**src/rtl/gate_lut_arbiter.sv**
```systemverilog
// gate_lut_arbiter
// Shares a single LUT-style 2-input gate evaluator between N_REQ requesters.
// A round-robin scan picks one pending request, its 4-bit truth table is
// steered through a 4:1 mux indexed by {a,b}, and the registered result is
// returned with the owner's ID on a valid/ready response channel.
// Only one request is ever in flight, so the block alternates between
// accepting (IDLE) and presenting a result (RESP).

module gate_lut_arbiter #(
    parameter int N_REQ = 4,
    parameter int ID_W  = 2
) (
    input  logic                 clk,
    input  logic                 rst,
    input  logic [N_REQ-1:0]     req_valid,
    input  logic [N_REQ-1:0]     req_a,
    input  logic [N_REQ-1:0]     req_b,
    input  logic [4*N_REQ-1:0]   req_func,
    output logic [N_REQ-1:0]     req_ready,
    output logic                 resp_valid,
    output logic [ID_W-1:0]      resp_id,
    output logic                 resp_out,
    input  logic                 resp_ready,
    output logic [7:0]           done_count
);

    // One extra bit so ptr + offset can exceed N_REQ-1 before the modulo fold
    localparam int PW = ID_W + 1;

    typedef enum logic {
        IDLE = 1'b0,
        RESP = 1'b1
    } state_t;

    state_t          state_q;
    logic [ID_W-1:0] ptr_q;
    logic [ID_W-1:0] ptr_d;
    logic            resp_valid_q;
    logic [ID_W-1:0] resp_id_q;
    logic            resp_out_q;
    logic [7:0]      done_count_q;
    logic [7:0]      done_count_d;

    logic            grantFound;
    logic [ID_W-1:0] grantIdx;
    logic [PW-1:0]   scanIdx;
    logic            accept;

    logic [3:0]      selFunc;
    logic            selA;
    logic            selB;
    logic            gateOut;

    // Round-robin scan: walk offsets from highest to lowest so the requester
    // closest to the pointer (smallest offset) is the one left standing.
    always_comb begin
        grantFound = 1'b0;
        grantIdx   = '0;
        scanIdx    = '0;
        for (int k = N_REQ - 1; k >= 0; k--) begin
            scanIdx = {1'b0, ptr_q} + PW'(k);
            if (scanIdx >= PW'(N_REQ)) begin
                scanIdx = scanIdx - PW'(N_REQ);
            end
            if (req_valid[scanIdx[ID_W-1:0]]) begin
                grantFound = 1'b1;
                grantIdx   = scanIdx[ID_W-1:0];
            end
        end
    end

    // Accept only while idle; reset forces ready low even though the scan
    // would otherwise see pending requests at ptr 0.
    always_comb begin
        req_ready = '0;
        if ((state_q == IDLE) && grantFound && !rst) begin
            req_ready[grantIdx] = 1'b1;
        end
    end

    assign accept = (state_q == IDLE) && grantFound;

    // Steer the granted requester's truth table and operands onto the
    // shared evaluator inputs.
    always_comb begin
        selFunc = '0;
        selA    = 1'b0;
        selB    = 1'b0;
        for (int i = 0; i < N_REQ; i++) begin
            if (grantIdx == ID_W'(i)) begin
                selFunc = req_func[4*i +: 4];
                selA    = req_a[i];
                selB    = req_b[i];
            end
        end
    end

    // The shared gate itself: a 4:1 mux whose data inputs are the truth
    // table and whose select lines are the operands.
    always_comb begin
        case ({selA, selB})
            2'b00:   gateOut = selFunc[0];
            2'b01:   gateOut = selFunc[1];
            2'b10:   gateOut = selFunc[2];
            default: gateOut = selFunc[3];
        endcase
    end

    // Next pointer lands just past the winner, folding back to 0 at the top.
    always_comb begin
        ptr_d        = (grantIdx == ID_W'(N_REQ - 1)) ? '0 : grantIdx + ID_W'(1);
        done_count_d = done_count_q + 8'd1;
    end

    // Sequencer: capture result on request handshake, hold it under
    // backpressure, and count completed responses.
    always_ff @(posedge clk or posedge rst) begin
        if (rst) begin
            state_q      <= IDLE;
            ptr_q        <= '0;
            resp_valid_q <= 1'b0;
            resp_id_q    <= '0;
            resp_out_q   <= 1'b0;
            done_count_q <= '0;
        end else begin
            case (state_q)
                IDLE: begin
                    if (accept) begin
                        resp_id_q    <= grantIdx;
                        resp_out_q   <= gateOut;
                        ptr_q        <= ptr_d;
                        resp_valid_q <= 1'b1;
                        state_q      <= RESP;
                    end
                end
                RESP: begin
                    if (resp_ready) begin
                        resp_valid_q <= 1'b0;
                        done_count_q <= done_count_d;
                        state_q      <= IDLE;
                    end
                end
                default: begin
                    resp_valid_q <= 1'b0;
                    state_q      <= IDLE;
                end
            endcase
        end
    end

    assign resp_valid = resp_valid_q;
    assign resp_id    = resp_id_q;
    assign resp_out   = resp_out_q;
    assign done_count = done_count_q;

endmodule

```
**config.mk**
```make
export PLATFORM = sky130hd
export DESIGN_NAME = gate_lut_arbiter
export DESIGN_NICKNAME = d
export VERILOG_FILES = /design/src/rtl/gate_lut_arbiter.sv
export SDC_FILE = /design/constraint.sdc
export NUM_CORES = 1
export LEC_CHECK = 0
export BUFFER_PORTS_ARGS = -buffer_cell sky130_fd_sc_hd__buf_2
export CAP_MARGIN = 5
export CORE_MARGIN = 2
export CORE_UTILIZATION = 47
export DETAILED_ROUTE_END_ITERATION = 10
export PLACE_DENSITY = 0.85
export SETUP_SLACK_MARGIN = 0.15
export SYNTH_ARGS = -nofsm -noshare
export SYNTH_HDL_FRONTEND = slang
export SYNTH_SLANG_ARGS = --single-unit
export TNS_END_PERCENT = 1
```
**constraint.sdc**
```tcl
create_clock -name clk -period 2.5 [get_ports clk]
set_input_delay 0.5 -clock clk [delete_from_list [all_inputs] [get_ports clk]]
set_output_delay 0.5 -clock clk [all_outputs]
set_load 0.05 [all_outputs]
```
== After elaboration in Yosys (flattened, before gate mapping) ==
Index checks and enable logic that the tools add are counted.

* Register bits after elaboration: 15
* Output and inout port bits: 16
* Word-level logic and storage cells: 85

* Add/subtract/negate cells: 9
* Order comparisons: 10
* Equal/unequal tests: 7
* Multiplexer cells: 43
* Bitwise logic cells: 1
* Reductions and logical operators: 9

{| class="wikitable"
|+ Operators by type and width
! operator !! number
|-
| two-way mux 1 bit || 21
|-
| two-way mux 4 bit || 5
|-
| two-way mux 2 bit || 9
|-
| < comparator 2 x 3 -> 1 bit (second input constant) || 5
|-
| >= comparator 3 bit (second input constant) || 3
|-
| adder 8 x 1 -> 8 bit (second input constant) || 1
|-
| binary-select mux 1 bit (select 2 bit) || 4
|-
| subtractor 2 x 1 -> 2 bit (second input constant) || 4
|-
| adder 2 x 2 -> 3 bit (second input constant) || 2
|-
| == test 2 bit (second input constant) || 3
|-
| AND reduction 2 bit || 3
|-
| == test 2 x 1 -> 1 bit (second input constant) || 2
|-
| zero test 2 bit || 2
|-
| != test 2 bit (second input constant) || 2
|-
| case mux 1 bit (2 select lines) || 2
|-
| adder 2 x 1 -> 3 bit (second input constant) || 1
|-
| >= comparator 2 x 3 -> 1 bit (second input constant) || 1
|-
| logical AND 1 bit || 3
|-
| case mux 1 bit (3 select lines) || 1
|-
| adder 2 x 1 -> 2 bit (second input constant) || 1
|-
| demux 1 bit (select 2 bit) || 1
|-
| >= comparator 2 x 1 -> 1 bit (second input constant) || 1
|-
| zero test 1 bit || 1
|-
| NOT 1 bit || 1
|}

== Logic depth before layout (Yosys ltp) ==
Gate-level depths: netlist of run 1.

* Depth after elaboration: 16
* Mapped depth: 12

== Worst setup path before layout of run 1 ==
Ideal clock, no wire load.

* Kind: input port to output port
* Start: in req_valid[0]
* End: out req_ready[3]
* Arrival: 2.832 ns
* Required time: 2.000 ns
* Path slack: -0.832 ns
* Cell stages on the path: 7
* Path buffers: 0
* Cells stage by stage: nor2b_1 a21oi_1 o22ai_1 a21oi_2 ha_1 inv_1 nor4_1

* Longest elaborated chain between the ends: 11
* Elaborated cells on any way between the ends: 24
* Those cells by class: 2 x order compare; 19 x mux; 3 x reduce/logical

{| class="wikitable"
|+ Ends and longest elaborated chain
! what !! RTL line !! RTL
|-
| start: declaration || 15 || <nowiki>input logic [N_REQ-1:0] req_valid,</nowiki>
|-
| binary-select mux 1 bit (select 2 bit) || 65 || <nowiki>if (req_valid[scanIdx[ID_W-1:0]]) begin</nowiki>
|-
| two-way mux 1 bit (implied by the code) || 65 ||
|-
| two-way mux 2 bit (3 in a row) || 65 ||
|-
| two-way mux 2 bit (*) || 65 ||
|-
| named net grantIdx[0] || 45 || <nowiki>logic [ID_W-1:0] grantIdx;</nowiki>
|-
| < comparator 2 x 3 -> 1 bit (implied by the code) / >= comparator 2 x 1 -> 1 bit (equally long branches) || 77 || <nowiki>req_ready[grantIdx] = 1'b1;</nowiki>
|-
| logical AND 1 bit (implied by the code) || 77 ||
|-
| two-way mux 1 bit (implied by the code) || 77 ||
|-
| demux 1 bit (select 2 bit) (*) || 77 ||
|-
| two-way mux 4 bit (*) || 76 || <nowiki>if ((state_q == IDLE) && grantFound && !rst) begin</nowiki>
|-
| end: declaration || 19 || <nowiki>output logic [N_REQ-1:0] req_ready,</nowiki>
|}

The timed path passes the listed nets; every way through them passes the cells marked *. The select of a mux whose other input is x is not followed.

== Worst setup path after layout of run 1 ==
* Start: reg ptr_q[1]
* End: out req_ready[3]

* Longest elaborated chain between the ends: 14
* Elaborated cells on any way between the ends: 39
* Those cells by class: 7 x add/sub; 6 x order compare; 23 x mux; 3 x reduce/logical

{| class="wikitable"
|+ Ends and longest elaborated chain
! what !! RTL line !! RTL
|-
| start: declaration || 36 || <nowiki>logic [ID_W-1:0] ptr_q;</nowiki>
|-
| start signal: assignment || 131 || <nowiki>ptr_q <= ptr_d;</nowiki>
|-
| adder 2 x 2 -> 3 bit || 61 || <nowiki>scanIdx = {1'b0, ptr_q} + PW'(k);</nowiki>
|-
| >= comparator 3 bit / subtractor 2 x 1 -> 2 bit (equally long branches) || 62, 63 ||
|-
| two-way mux 2 bit || 62 || <nowiki>if (scanIdx >= PW'(N_REQ)) begin</nowiki>
|-
| binary-select mux 1 bit (select 2 bit) || 65 ||
|-
| two-way mux 1 bit (implied by the code) || 65 ||
|-
| two-way mux 2 bit (3 in a row) || 65 ||
|-
| two-way mux 2 bit (*) || 65 ||
|-
| named net grantIdx[1] || 45 ||
|-
| < comparator 2 x 3 -> 1 bit (implied by the code) / >= comparator 2 x 1 -> 1 bit (equally long branches) || 77 ||
|-
| logical AND 1 bit (implied by the code) || 77 ||
|-
| two-way mux 1 bit (implied by the code) || 77 ||
|-
| demux 1 bit (select 2 bit) (*) || 77 ||
|-
| two-way mux 4 bit (*) || 76 ||
|}

Marked as above.

==> results.py, run 1 <==
metrics = {
    "status": {
        "status": "complete, but fails checks",
        "violations": "setup timing",
    },
    "finish": {
        "drive_above_1_share_pct": 60.1,
        "final_cell_mix": "buf_2 (42), buf_4 (17), dfrtp_1 (15), a21oi_1 (6)",
        "layout_commonest_cell": "buf_2",
        "layout.cells.non_filler": 196,
        "final_nets": 205,
        "diodes": 0,
        "n_fill_cell": 177,
        "fin_util_pct": 73.1,
        "area_growth_syn_to_layout_pct": 47.5,
    },
    "route": {
        "drt_first_pass_iters": 4,
        "via_per_inst": 5.43,
        "vias": 1064,
        "wl_per_cell_um": 15.2,
        "drc": 0,
        "wl_um": 2980,
        "drt_iter0_drc": 13,
        "ant_nets": 0,
    },
    "logic_synthesis": {
        "ys.warnings.count": 0,
        "synth-edff-count": 0,
        "synth-seq-area-share_pct": 34.2,
        "synthesis.area_um2": 1100,
        "synth-seq-cells": 15,
        "synthArstFlopShare_pct": 100,
        "synth_cells": 103,
        "synthesis.nets": 139,
        "yosysUniqueCellTypes": 40,
        "avgSynthCellArea_um2": 10.6,
        "ys.flop_type": "dfrtp_1",
    },
    "clocking": {
        "cts_tree": "built",
        "cts.clk_slew.worst_paths_ps": 80,
        "cts_sinks": 15,
        "clockBufferDepth": 2,
        "clk_latency_ps": 270,
        "root_buffer": "clkbuf_4",
        "cts_buffers": 3,
        "h-tree-depth": 1,
    },
    "pwr": {
        "peakVddDrop_v": 0.000823,
        "p_seq_share_pct": 24.7,
        "combPwrFrac_pct": 67.6,
        "pwr_density_cell_nw_per_um2": 1020,
        "clkPwrFrac_pct": 7.6,
        "switching_share_pct": 49.2,
        "power_leakage_nw": 0.782,
        "p_int_uw": 840,
        "switching_power_uw": 815,
        "power_mw": 1.66,
    },
    "sta": {
        "worst_slew_pin_slew_ps": 397,
        "final-setup-viol-count": 1,
        "hold_viol": 0,
        "relSlewSlack_pct": 73.3,
        "worst_slack_ps": -9.07,
        "holdWs_ps": 376,
        "period_share_pct": 100,
        "max_freq_mhz": 399,
        "rsz0062_at_grt": "yes",
        "report.final.slew_viol_count": 0,
        "fin_crit_ps": 2510,
        "skew_ps": 4.97,
    },
    "floorplan": {
        "dieArea_um2": 2730,
        "start_util_pct": 49.5,
        "ios": 47,
        "core_area_um2": 2210,
        "die_x_um": 52.3,
        "rows": 17,
        "die_height_um": 52.3,
    },
    "setup_path": {
        "worst-setup-path-type": "reg2out",
        "crit_chain": "nand2_1 > nand2_2 > a21oi_2 > o22a_1 > buf_6 > ha_4 > inv_4 > nor4_4 > buf_6",
        "critical_path.max_fanout": 3,
        "cp-start-kind": "flop",
        "cp_slowest_cell": "dfrtp_1",
        "crit_required_ps": 2000,
        "path_common_cell": "buf_6",
        "crit_family": "simple AND/OR/NAND/NOR gates",
        "slowest_delay_ps": 420,
        "cp-end-kind": "output pin",
        "cp.buffers_inverters": 3,
        "arrival_ps": 2010,
    },
    "placement": {
        "dpl_worst_slack_ps": -95.1,
        "dp_hpwl_um": 2140,
        "portBuffers": 46,
        "dp_cells": 184,
        "routabilityCongestion": 0.777,
    },
    "min_path": {
        "hp-class": "in2async",
    },
    "flow_run": {
        "max_cap_viol_count": 0,
    },
    "grt": {
        "grt_start_max_net_pins": 16,
        "gr-usage-all-layers_pct": 21.9,
        "grt_pass1_vias": 1093,
        "grt_pass1_wl_um": 4440,
        "grt-ovfl-total": 0,
        "antenna_found_initial": 0,
    },
}
==> worst min-delay path: stages <==
cell and delay [ps]:
buf_2 120, inv_1 140, buf_4 250
==> Yosys cell counts, drive strengths merged, types with 3 or more instances <==
cell type / number / area share [%]
a21oi: 12 / 7.5
nor2b: 3 / 2.4
dfrtp: 15 / 34
o22ai: 3 / 1.7
nand2: 6 / 2.1
nand3: 3 / 1.8
xnor2: 4 / 3.2
mux2: 5 / 5.1
nand3b: 3 / 3.2
xor2: 3 / 2.4
nor2: 4 / 1.6
buf: 3 / 3.1
and3: 7 / 4.6
ha: 5 / 5.7
inv: 8 / 2.7
==> timing repair <==
item,in CTS,in global routing
setup buffers,5,3
resized for setup,12,14
endpoints found under the hold margin,0,0
setup endpoints to repair,5,5
hold buffers,0,0
pin swaps,2,7
==> metrics by stage <==
stage | TNS (ps) | instance area (um2)
2_1_floorplan | 0 | 1120
3_3_place_gp | 0 | 1430
3_5_place_dp | -169 | 1430
4_1_cts | 0 | 1540
5_1_grt | -108 | 1620
6_report | -9.07 | 1620
==> metal layers <==
layer | track usage, % | part of all wire, % | vias to the layer above | wire (um)
met1 | 22.0 | 37 | 501 | 1090
met2 | 41.9 | 54 | 45 | 1600
met5 | 0 | 0 | - | 0
met3 | 1.71 | 4.3 | 15 | 129
li1 | - | - | 503 | -
met4 | 15.0 | 5.4 | 0 | 160
==> flip-flops by register name (all words and copies together), names as in the netlist <==
| name | count |
|---|---|
| done_count | 8 |
| ptr_q | 2 |
| resp_id | 2 |
| resp_out | 1 |
| resp_valid | 1 |
| state_q | 1 |
==> final cells by class <==
class	instances	area (um2)	share of cell area, %
tap	28	35.0	2.17
clock buffer	4	26.3	1.63
timing repair buffer	64	402	24.8
multi-input combinational	77	746	46.1
sequential	15	375	23.2
inverter	8	32.5	2.01
==> power by group through the flow <==
stage,combinational (mW),sequential [mW],clock (mW)
after global placement,0.899,0.412,0
final,1.12,0.409,0.126
after CTS,1.03,0.409,0.133
after global routing,1.18,0.423,0.142
after floorplan,0.464,0.658,0
after detailed placement,0.930,0.422,0
==> worst paths after layout <==
check,from,endpoint,slack (ps),depth (start not counted)
worst max-delay path,ptr_q[1],req_ready[3],-9,9
worst min-delay path,rst,state_q,380,3
worst max register to register,ptr_q[1],resp_out,180,11
worst min register to register,done_count[7],done_count[7],480,1
max in group asynchronous,rst,done_count[7],1950,3
min in group clk,resp_ready,state_q,450,2
==> kinds of logic after synthesis <==
| kind of cell | count (synthesis) | share of synthesized area [%] |
|---|---|---|
| and+or+nand+nor | 33 | 22.1 |
| AOI/OAI and AO/OA | 25 | 19.5 |
| DFF | 15 | 34.2 |
| adders and majority gates | 5 | 5.71 |
| xor gates and xnor gates | 7 | 5.59 |
| muxes | 7 | 6.96 |
| buffers and inverters | 11 | 5.82 |
(Power assumes the default switching activity.)
==> run 2, diff against run 1 <==
SETUP_SLACK_MARGIN = 0.02   (was 0.15)
==> results.py, run 2 (synthesis results as in run 1) <==
metrics = {
    "floorplan": {
        "die_x_um": 52.3,
        "ios": 47,
        "rows": 17,
        "dieArea_um2": 2730,
        "die_height_um": 52.3,
        "start_util_pct": 49.5,
        "core_area_um2": 2210,
    },
    "status": {
        "status": "finished clean",
    },
    "finish": {
        "diodes": 0,
        "final_nets": 202,
        "largest_reg_flops": 8,
        "layout.cells.non_filler": 193,
        "area_growth_syn_to_layout_pct": 39.7,
        "fin_util_pct": 69.2,
        "layout_commonest_cell": "buf_2",
        "drive_above_1_share_pct": 54.5,
        "final_cell_mix": "buf_2 (43), dfrtp_1 (15), buf_4 (15), a21oi_1 (7)",
    },
    "clocking": {
        "clk_latency_ps": 270,
        "h-tree-depth": 1,
        "cts_buffers": 3,
        "root_buffer": "clkbuf_4",
        "cts_hold_buf": 0,
        "clockBufferDepth": 2,
        "cts_sinks": 15,
        "cts.clk_slew.worst_paths_ps": 80,
        "cts_tree": "built",
    },
    "grt": {
        "grt-ovfl-total": 0,
        "grt_pass1_vias": 1016,
        "grt_start_max_net_pins": 16,
        "grt_pass1_wl_um": 4120,
        "gr-usage-all-layers_pct": 19.7,
        "antenna_found_initial": 0,
    },
    "sta": {
        "report.final.slew_viol_count": 0,
        "fin_crit_ps": 2470,
        "relSlewSlack_pct": 73.1,
        "worst_slew_pin_slew_ps": 401,
        "hold_viol": 0,
        "final-setup-viol-count": 0,
        "rsz0062_at_grt": "yes",
        "max_freq_mhz": 405,
        "fin_setup_tns_ps": 0,
        "period_share_pct": 98.7,
        "holdWs_ps": 331,
        "skew_ps": 0.824,
    },
    "setup_path": {
        "reg2reg_slack_ps": 190,
        "crit_required_ps": 2000,
        "arrival_ps": 1970,
        "r2r-start": "ptr_q[0]",
        "critical_path.max_fanout": 3,
        "worst-setup-path-type": "reg2out",
        "cp-start-kind": "flop",
        "r2r-end": "resp_out",
        "cp-end-kind": "output pin",
        "reg2reg_depth": 12,
    },
    "route": {
        "drt_first_pass_iters": 4,
        "wl_per_cell_um": 13.2,
        "drc": 0,
        "via_per_inst": 5.20,
        "drt_iter0_drc": 13,
        "vias": 1004,
        "wl_um": 2550,
        "ant_nets": 0,
    },
    "placement": {
        "routabilityCongestion": 0.731,
        "portBuffers": 46,
        "dp_hpwl_um": 2100,
        "dp_cells": 185,
    },
    "pwr": {
        "power_mw": 1.55,
        "power_leakage_nw": 0.761,
        "pwr_density_cell_nw_per_um2": 1010,
        "peakVddDrop_v": 0.000708,
    },
    "flow_run": {
        "max_cap_viol_count": 0,
    },
    "min_path": {
        "hp-class": "in2async",
    },
}
## run 2: metrics by stage
step | instance area, um2 | worst slack, ps
after floorplan | 1110 | 38.8
after global placement | 1430 | -17.0
after detailed placement | 1430 | -86.3
after CTS | 1470 | 31.7
after global routing | 1530 | -106
final | 1530 | 32.5
## run 2: what timing repair did
item,4_1_cts,5_1_grt
setup endpoints to repair,3,4
pin swaps,0,5
resized for setup,5,10
setup buffers,1,3
## run 2: final cells by class
type                            instances  area [um2]
Inverter                                8        30.0
Clock buffer                            4        26.3
Tap cell                               28        35.0
Multi-Input combinational cell         77         703
Timing Repair Buffer                   61         362
Sequential cell                        15         375
Fill cell                             186         681
## run 2: worst max path at each step
stage,start,endpoint,slack (ps),cells past startpoint
2_1_floorplan,req_valid[0],req_ready[3],40,7
3_3_place_gp,req_valid[0],resp_out,-20,12
3_5_place_dp,req_valid[0],resp_out,-90,12
4_1_cts,ptr_q[0],req_ready[1],30,7
5_1_grt,ptr_q[0],req_ready[3],-110,8
6_report,ptr_q[1],req_ready[3],30,9
## run 2: routing by layer
metal | track usage, % | part of all wire [%] | up-vias
li1 | - | - | 494
met1 | 22.1 | 41 | 477
met2 | 39.6 | 53 | 31
met3 | 1.71 | 5.4 | 2
met4 | 3.85 | 0.16 | 0
met5 | 0 | 0 | -
## run 2: critical path, cell delays in order (launching register included)
cell     delay (ps)
dfrtp_1         390
nand2_1          70
nand2_1          70
a21oi_2         130
o22a_1          210
buf_4           150
ha_2            200
inv_2            50
nor4_4          220
buf_6           190
## run 2: where the power goes
group	switching, mW	internal, mW	total (mW)	leakage, nW
logic	0.621	0.395	1.02	0.564
clock network	0.0680	0.0617	0.130	0.0150
registers	0.0770	0.330	0.407	0.182
total	0.766	0.787	1.55	0.761
